==> src/rtl/gpio_debounce.sv <==
// GPIO pad conditioner: 2-flop sync, tick-based stability filter, bypass.
// Optional registered change pulses on gpio_event: GPIO_DEBOUNCE_EVENT_EN.
module gpio_debounce #(
  parameter int unsigned          ninputs     = 16,
  parameter int unsigned          prescale    = 50000,
  parameter int unsigned          nstable     = 4,
  parameter logic [ninputs-1:0]   reset_value = '0
) (
  input  logic               sys_clk,
  input  logic               sys_rst_n,
  input  logic [ninputs-1:0] pad_inputs,
  input  logic [ninputs-1:0] bypass,
  output logic [ninputs-1:0] gpio_inputs,
  output logic [ninputs-1:0] gpio_event
);

  localparam logic [15:0] PC_LAST  = 16'(prescale - 1);
  localparam logic [3:0]  CNT_LAST = 4'(nstable - 1);

  logic [ninputs-1:0] r_s0;
  logic [ninputs-1:0] r_s1;
  logic [ninputs-1:0] r_out;
  logic [15:0]        r_pc;
  logic [3:0]         r_cnt [ninputs];

  logic               w_tick;
  logic [ninputs-1:0] w_out_nxt;
  logic [3:0]         w_cnt_nxt [ninputs];

  always_ff @(posedge sys_clk or negedge sys_rst_n) begin
    if (!sys_rst_n) begin
      r_s0 <= reset_value;
      r_s1 <= reset_value;
    end else begin
      r_s0 <= pad_inputs;
      r_s1 <= r_s0;
    end
  end

  assign w_tick = (r_pc == PC_LAST);

  always_ff @(posedge sys_clk or negedge sys_rst_n) begin
    if (!sys_rst_n) begin
      r_pc <= '0;
    end else if (w_tick) begin
      r_pc <= '0;
    end else begin
      r_pc <= r_pc + 16'd1;
    end
  end

  // A matching tick restarts qualification; only unbroken mismatch runs commit.
  always_comb begin
    w_out_nxt = r_out;
    for (int i = 0; i < int'(ninputs); i++) begin
      w_cnt_nxt[i] = r_cnt[i];
      if (bypass[i]) begin
        w_out_nxt[i] = r_s1[i];
        w_cnt_nxt[i] = '0;
      end else if (!w_tick) begin
        w_cnt_nxt[i] = r_cnt[i];
      end else if (r_s1[i] == r_out[i]) begin
        w_cnt_nxt[i] = '0;
      end else if (r_cnt[i] == CNT_LAST) begin
        w_out_nxt[i] = r_s1[i];
        w_cnt_nxt[i] = '0;
      end else begin
        w_cnt_nxt[i] = r_cnt[i] + 4'd1;
      end
    end
  end

  always_ff @(posedge sys_clk or negedge sys_rst_n) begin
    if (!sys_rst_n) begin
      r_out <= reset_value;
      for (int i = 0; i < int'(ninputs); i++) begin
        r_cnt[i] <= '0;
      end
    end else begin
      r_out <= w_out_nxt;
      for (int i = 0; i < int'(ninputs); i++) begin
        r_cnt[i] <= w_cnt_nxt[i];
      end
    end
  end

  assign gpio_inputs = r_out;

`ifdef GPIO_DEBOUNCE_EVENT_EN
  logic [ninputs-1:0] r_prev;
  logic [ninputs-1:0] r_event;

  always_ff @(posedge sys_clk or negedge sys_rst_n) begin
    if (!sys_rst_n) begin
      r_prev  <= reset_value;
      r_event <= '0;
    end else begin
      r_prev  <= r_out;
      r_event <= r_out ^ r_prev;
    end
  end

  assign gpio_event = r_event;
`else
  assign gpio_event = '0;
`endif

endmodule

==> config.mk <==
export PLATFORM = sky130hd
export DESIGN_NAME = gpio_debounce
export DESIGN_NICKNAME = d
export VERILOG_FILES = /design/src/rtl/gpio_debounce.sv
export SDC_FILE = /design/constraint.sdc
export NUM_CORES = 1
export LEC_CHECK = 0
export ABC_AREA = 1
export CORE_MARGIN = 2
export CORE_UTILIZATION = 40
export DETAILED_ROUTE_END_ITERATION = 10
export REMOVE_ABC_BUFFERS = 1
export SLEW_MARGIN = 30
export SYNTH_ARGS = -nofsm -noshare
export SYNTH_HDL_FRONTEND = slang
export SYNTH_SLANG_ARGS = --single-unit
==> constraint.sdc <==
create_clock -name sys_clk -period 2.37 [get_ports sys_clk]
set_input_delay 0.3555 -clock sys_clk [delete_from_list [all_inputs] [get_ports sys_clk]]
set_output_delay 0.3555 -clock sys_clk [all_outputs]
set_load 0.02 [all_outputs]
## Word level (Yosys, flattened, before mapping)

Cells that the tools add are included.

- Register bits: 128
- Word-level logic and storage cells: 278

- Add/subtract/negate cells: 17
- Eq/ne operators: 49
- Mux-type cells: 129
- Reductions and logical operators: 48

Operators by type and width:

| operator | number |
|---|---|
| 2-to-1 mux 4 bit | 64 |
| adder 4 x 1 -> 4 bit (second input constant) | 16 |
| equality test 4 x 2 -> 1 bit (second input constant) | 16 |
| 2-to-1 mux 1 bit | 64 |
| nonzero test 2 bit | 32 |
| AND reduction 3 bit | 16 |
| != test 2 bit (second input constant) | 16 |
| adder 16 x 1 -> 16 bit (second input constant) | 1 |
| equality test 1 bit | 16 |
| equality test 16 bit (second input constant) | 1 |
| 2-to-1 mux 16 bit | 1 |

## Longest topological paths before layout

Gate-level depths: netlist (run 1).

- Word-level depth: 5
- Gate-level depth with buffers: 10
- Depth with buffers taken out: 9

## Worst setup path before layout (run 1)

No wires, ideal clock.

- Path kind: register -> register
- Start: register r_pc[0]
- End: register r_out[10], in the netlist gpio_inputs[10]
- Data arrival time: 1305 ps
- Setup slack: 948 ps
- Cell stages (with the launch flop): 10
- Path through: dfrtp_1 -> ha_1 -> nand3_2 -> nor2_2 -> nand2_4 -> buf_6 -> nand2_2 -> nand2_1 -> nand2_1 -> nand2_1

- Word-level cells in the longest chain between the ends: 3

RTL lines:

| element | RTL line | text |
|---|---|---|
| start: declaration | 23 | `logic [15:0] r_pc;` |
| start signal: assignment | 48 | `r_pc <= r_pc + 16'd1;` |
| equality test 16 bit | 40 | `assign w_tick = (r_pc == PC_LAST);` |
| nonzero test 2 bit (no line) | n/a |  |
| AND reduction 3 bit (no line) | n/a |  |
| end signal: assignment | 75 | `r_out <= reset_value;` |
| end signal: assignment | 80 | `r_out <= w_out_nxt;` |
| end: declaration | 22 | `logic [ninputs-1:0] r_out;` |

No other way between the ends.
A chain may end at the register's enable or synchronous reset.

## Worst setup path after layout (run 1)

- Start: register r_pc[0]
- End: register r_cnt[2] (netlist bit)

- Word-level cells in the longest chain between the ends: 2

RTL lines:

| element | RTL line | text |
|---|---|---|
| equality test 16 bit | 40 |  |
| nonzero test 2 bit (no line) | n/a |  |
| end signal: indexed assignment | 82 | `r_cnt[i] <= w_cnt_nxt[i];` |
| end: declaration | 24 | `logic [3:0] r_cnt [ninputs];` |

No other way between the ends.

==> flow_metrics.py, run 1 <==
metrics = {
    "run": {
        "maxCapViolCount": 0,
    },
    "critical_path": {
        "crit_fanout": 32,
        "cp_slowest_cell": "dfrtp_1",
        "endpoint_kind": "flop",
        "crit_path_cell_trace": "ha_1 > nand3_2 > nor2_2 > nand2_4 > buf_4 > nand2_1 > o21ai_0",
        "start_kind": "flop",
        "arrival_ps": 2220,
        "crit_type": "flop to flop",
        "critPathRequiredTime_ps": 2710,
        "cpPeakStageDelay_ps": 390,
    },
    "clock_network": {
        "cts_made_buffers": 17,
        "cts_tree": "yes",
        "clk_latency_ps": 420,
        "path_clk_slew_ps": 60,
        "cts_buffer_depth": 2,
        "cts.sinks": 128,
        "cts-htree-levels": 4,
        "ctsResizeCount": 0,
        "clock-root-buffer": "clkbuf_16",
    },
    "grt": {
        "antenna_found_initial": 0,
        "grt_first_pass_wirelength_mm": 21.9,
        "grt_usage_pct": 15.4,
        "grt_pass1_vias": 4738,
        "grt_max_degree": 65,
        "overflow": 0,
    },
    "sta": {
        "fin_skew_ps": 5.77,
        "slew_headroom_pct": 59.9,
        "fmax_mhz": 533,
        "setup_viol": 0,
        "finalHoldViolCount": 0,
        "worst_pin_slew_ps": 601,
        "period_minus_slack_ps": 1880,
        "timing.final.crit_share_pct": 79.1,
        "maxSlewViolCount": 0,
        "holdWs_ps": 347,
        "finalSetupTns_ps": 0,
        "rsz0062_at_grt": "false",
    },
    "synthesis": {
        "synthesis.area_um2": 6530,
        "synthCells": 798,
        "synth-warning-count": 0,
        "async_flop_share_pct": 100,
        "synth_ff_type": "dfrtp_1",
        "synth-seq-cells": 128,
        "yosysTopAreaCell": "dfrtp_1",
        "synth_edf_count": 0,
        "synth_area_per_cell_um2": 8.18,
        "synth_cell_types": 28,
        "seq_area_frac_synth_pct": 49.1,
        "synth.area.top_cells": "dfrtp_1 49%, nand3_1 12%, nand2_1 12%",
        "synth_top_area_share_pct": 49.1,
    },
    "drt": {
        "drtIter0Drc": 242,
        "dr.pass1.iters": 4,
        "routed_via_density": 4.71,
        "ant_nets": 0,
        "vias": 5130,
        "wirelength_mm": 12.6,
        "wl_per_cell_um": 11.5,
        "drc": 0,
    },
    "layout": {
        "drive_above_1_share_pct": 6.52,
        "n_antenna_cell": 0,
        "nets": 912,
        "mostFrequentLayoutCell": "nand2_1",
        "layout_common_cells": "200 x nand2_1, 154 x nand3_1, 128 x dfrtp_1, 75 x nor2_1, 68 x inv_1",
        "area_delta_synth_final_pct": 20.9,
    },
    "die": {
        "rows": 46,
        "initial_core_util_pct": 40.9,
        "die_h_um": 132,
        "io_pins": 66,
        "dieArea_um2": 17400,
        "coreArea_um2": 15900,
        "dieWidth_um": 132,
    },
    "power_and_ir_drop": {
        "p_leak_uw": 0.00399,
        "irDropWorstVdd_uv": 528,
        "cellPowerDensity_nw_per_um2": 711,
    },
    "outcome": {
        "status": "completed",
    },
    "place": {
        "port_buffers": 49,
        "gp_congestion": 0.787,
        "place_hpwl_mm": 8.40,
    },
    "hold_path": {
        "hold_path.class": "flop to flop",
    },
}
area by class of cell:
| type | count | area [um2] |
|---|---|---|
| Multi-Input combinational cell | 579 | 2890 |
| Clock inverter | 10 | 180 |
| Clock buffer | 22 | 484 |
| Fill cell | 1505 | 8050 |
| Sequential cell | 128 | 3200 |
| Tap cell | 216 | 270 |
| Inverter | 77 | 289 |
| Timing Repair Buffer | 58 | 574 |
per-stage QoR:
step	cells	setup slack (ps)	total power, uW	utilization, %	area, um2
4_1_cts	1090	465	5700	49.5	7890
5_1_grt	1090	290	5830	49.5	7890
6_report	1090	494	5610	49.5	7890
2_1_floorplan	784	301	2530	-	6380
3_3_place_gp	1057	521	2740	45.3	7220
3_5_place_dp	1057	471	2740	45.3	7220
worst max-delay path: cells and delay by family, from the launching register on:
family,cells,cell delay (ps)
compound gates,1,180
buf+inv,1,390
fa+ha+maj,1,250
simple gates,4,570
flops,1,390
sequential cells by signal (all words and copies together), names as in the netlist:
name         count
r_s1            16
r_s0            16
gpio_inputs     16
r_pc            16
r_cnt           64
path summary, 6_finish.rpt:
path / start / to / slack [ps] / cells after the start
max: r_pc[0] / r_cnt[2] / 490 / 7
max reg2reg: r_pc[0] / r_cnt[2] / 490 / 7
min reg2reg: r_s0[8] / r_s1[8] / 350 / 0
min in group asynchronous: sys_rst_n / gpio_inputs[15] / 500 / 2
min: r_s0[8] / r_s1[8] / 350 / 0
max in group asynchronous: sys_rst_n / gpio_inputs[9] / 1210 / 3
what timing repair did:
| action | CTS | global route |
|---|---|---|
| hold buffers | 1 | 0 |
| endpoints found under the hold margin | 61 | 0 |
| setup buffers | 0 | 0 |
| endpoints found under the setup margin | 0 | 0 |
per-layer routing:
layer / global-route usage (%) / share of wire (%) / vias to the layer above
li1: - / - / 2672
met1: 21.0 / 49 / 2367
met2: 23.8 / 45 / 76
met3: 4.27 / 4.3 / 15
met4: 5.50 / 1.4 / 0
met5: 0 / 0 / -
power breakdown:
group	switching [uW]	internal (uW)	leakage, uW
Clock	940	1970	0.000322
Combinational	238	163	0.00199
Sequential	52.9	2250	0.00167
Total	1230	4380	0.00399
cells by family after synthesis:
family                     count (synthesis)  share of synthesized area (%)
other                                      1                         0.0575
buffers and inverters                    106                           7.52
DFF                                      128                           49.1
AOI/OAI and AO/OA                         38                           2.95
adders and majority gates                 17                           3.26
xor gates and xnor gates                  43                           5.77
and+or+nand+nor                          465                           31.4
synth_stat cells (2+ instances only):
library cell	n
nand3b_1	2
nor2_2	7
buf_6	3
inv_2	3
dfrtp_1	128
nand4_1	11
xor2_1	37
nor2_1	75
xnor2_1	6
nand2_2	4
ha_1	17
nand3_1	154
buf_4	17
clkbuf_1	4
inv_1	68
a21oi_1	6
nor3b_1	5
clkinv_1	6
nand2_1	200
buf_2	5
nor3_1	3
o21ai_0	31
(Power assumes the default switching activity.)
==> run 2: changes to the inputs <==
clock period = 1.8 ns   (was 2.37 ns; I/O delays follow)
==> flow_metrics.py, run 2 (same netlist as run 1, synthesis figures left out) <==
metrics = {
    "outcome": {
        "status": "completed",
    },
    "power_and_ir_drop": {
        "power_uw": 7380,
        "irDropWorstVdd_uv": 666,
        "p_leak_uw": 0.00403,
        "cellPowerDensity_nw_per_um2": 927,
    },
    "layout": {
        "final_util_pct": 49.9,
        "nFillCells": 1525,
        "nets": 918,
        "largest_reg_flops": 64,
        "area_delta_synth_final_pct": 22.0,
        "multiInputGateArea_um2": 2890,
        "drive_above_1_share_pct": 7.16,
        "top_register": "r_cnt",
        "n_antenna_cell": 0,
        "fin_cells": 1096,
        "layout_common_cells": "200 x nand2_1, 154 x nand3_1, 128 x dfrtp_1, 75 x nor2_1, 68 x inv_1",
        "mostFrequentLayoutCell": "nand2_1",
        "area.sequential_um2": 3200,
    },
    "sta": {
        "rsz0062_at_grt": "false",
        "setup_viol": 0,
        "finalHoldViolCount": 0,
        "setup_ws_ps": 56.1,
        "maxSlewViolCount": 0,
        "fin_skew_ps": 11.8,
        "timing.final.crit_share_pct": 96.9,
        "period_minus_slack_ps": 1740,
        "fmax_mhz": 573,
    },
    "drt": {
        "drtIter0Drc": 320,
        "vias": 5114,
        "routed_via_density": 4.67,
        "dr.pass1.iters": 4,
        "drc": 0,
        "wirelength_mm": 12.6,
        "wl_per_cell_um": 11.5,
        "ant_nets": 0,
    },
    "grt": {
        "grt_max_degree": 41,
        "overflow": 0,
        "grt_usage_pct": 15.9,
        "antenna_found_initial": 0,
        "grt_first_pass_wirelength_mm": 22.6,
        "grt_pass1_vias": 4770,
    },
    "critical_path": {
        "crit_fanout": 4,
        "ff2ff_setup_slack_ps": 230,
        "path_depth": 1,
        "start_kind": "flop",
        "cpPeakStageDelay_ps": 630,
        "critPathRequiredTime_ps": 1530,
        "r2r_cells": 9,
        "arrival_ps": 1470,
        "path_buf_inv": 1,
        "critPathTopFamily": "buffers and inverters",
        "cp_slowest_cell": "clkdlybuf4s50_1",
        "crit_type": "flop to output pin",
        "endpoint_kind": "output pin",
        "crit_path_cell_trace": "clkdlybuf4s50_1",
    },
    "clock_network": {
        "cts-htree-levels": 4,
        "cts.sinks": 128,
        "cts_buffer_depth": 2,
        "cts_made_buffers": 17,
        "clock-root-buffer": "clkbuf_16",
        "cts_setup_buffers": 0,
        "path_clk_slew_ps": 60,
        "clk_latency_ps": 420,
        "cts_tree": "yes",
    },
    "die": {
        "dieWidth_um": 132,
        "rows": 46,
        "initial_core_util_pct": 40.9,
        "coreArea_um2": 15900,
        "die_h_um": 132,
        "dieArea_um2": 17400,
        "io_pins": 66,
    },
    "place": {
        "dp_slack_ps": 216,
        "dp_cells": 1063,
        "port_buffers": 49,
        "gp_congestion": 0.806,
        "place_hpwl_mm": 8.73,
    },
    "hold_path": {
        "worstHoldPathCells": 1,
        "hold_path.class": "input port to flop",
    },
    "run": {
        "maxCapViolCount": 0,
    },
}
==> run 2: changes by cell type in the layout (fill, tap and decap cells not counted), sizes merged <==
cell,delta
buf,+6
clkbuf,-2
inv,+2
clkdlybuf4s50,-1
dlymetal6s2s,+1
==> run 2: cell type report <==
type / instances / share of cell area, %
Multi-Input combinational cell: 579 / 36.3
Inverter: 77 / 3.63
Clock inverter: 12 / 2.58
Timing Repair Buffer: 64 / 8.13
Clock buffer: 20 / 5.74
Sequential cell: 128 / 40.2
Tap cell: 216 / 3.40
==> run 2: what timing repair did <==
action                                  4_1_cts  5_1_grt
hold buffers                                  1        0
endpoints found under the setup margin        0        1
gates resized for setup                       0        1
endpoints found under the hold margin        36        0
==> run 2: where the power goes <==
part | internal (uW) | switching [uW] | leakage (uW)
Combinational | 215 | 313 | 0.00205
Clock | 2540 | 1280 | 0.000317
Sequential | 2960 | 72.4 | 0.00167
==> run 2: path summary, 6_finish.rpt <==
path / to / from
max: gpio_inputs[14] / gpio_inputs[14]
min: r_s0[3] / pad_inputs[3]
max reg2reg: gpio_inputs[15] / r_pc[0]
min reg2reg: r_s1[8] / r_s0[8]
max in group asynchronous: r_cnt[22] / sys_rst_n
min in group asynchronous: r_cnt[6] / sys_rst_n
==> run 2: per-layer routing <==
| layer | GRT usage (%) | routed length [um] | part of all wire [%] | vias to the layer above |
|---|---|---|---|---|
| met3 | 4.38 | 489 | 3.9 | 15 |
| li1 | - | - | - | 2696 |
| met5 | 0 | 0 | 0 | - |
| met4 | 5.50 | 172 | 1.4 | 0 |
| met2 | 24.1 | 5610 | 44 | 81 |
| met1 | 22.2 | 6370 | 50 | 2322 |
==> run 2: stage by stage <==
stage | cell area [um2] | hold WS (ps) | setup TNS [ps]
floorplan | 6380 | -25.6 | -7720
global placement | 7290 | 210 | 0
detailed placement | 7290 | 204 | 0
CTS | 7960 | 260 | 0
global route | 7960 | 272 | 0
finish | 7960 | 281 | 0
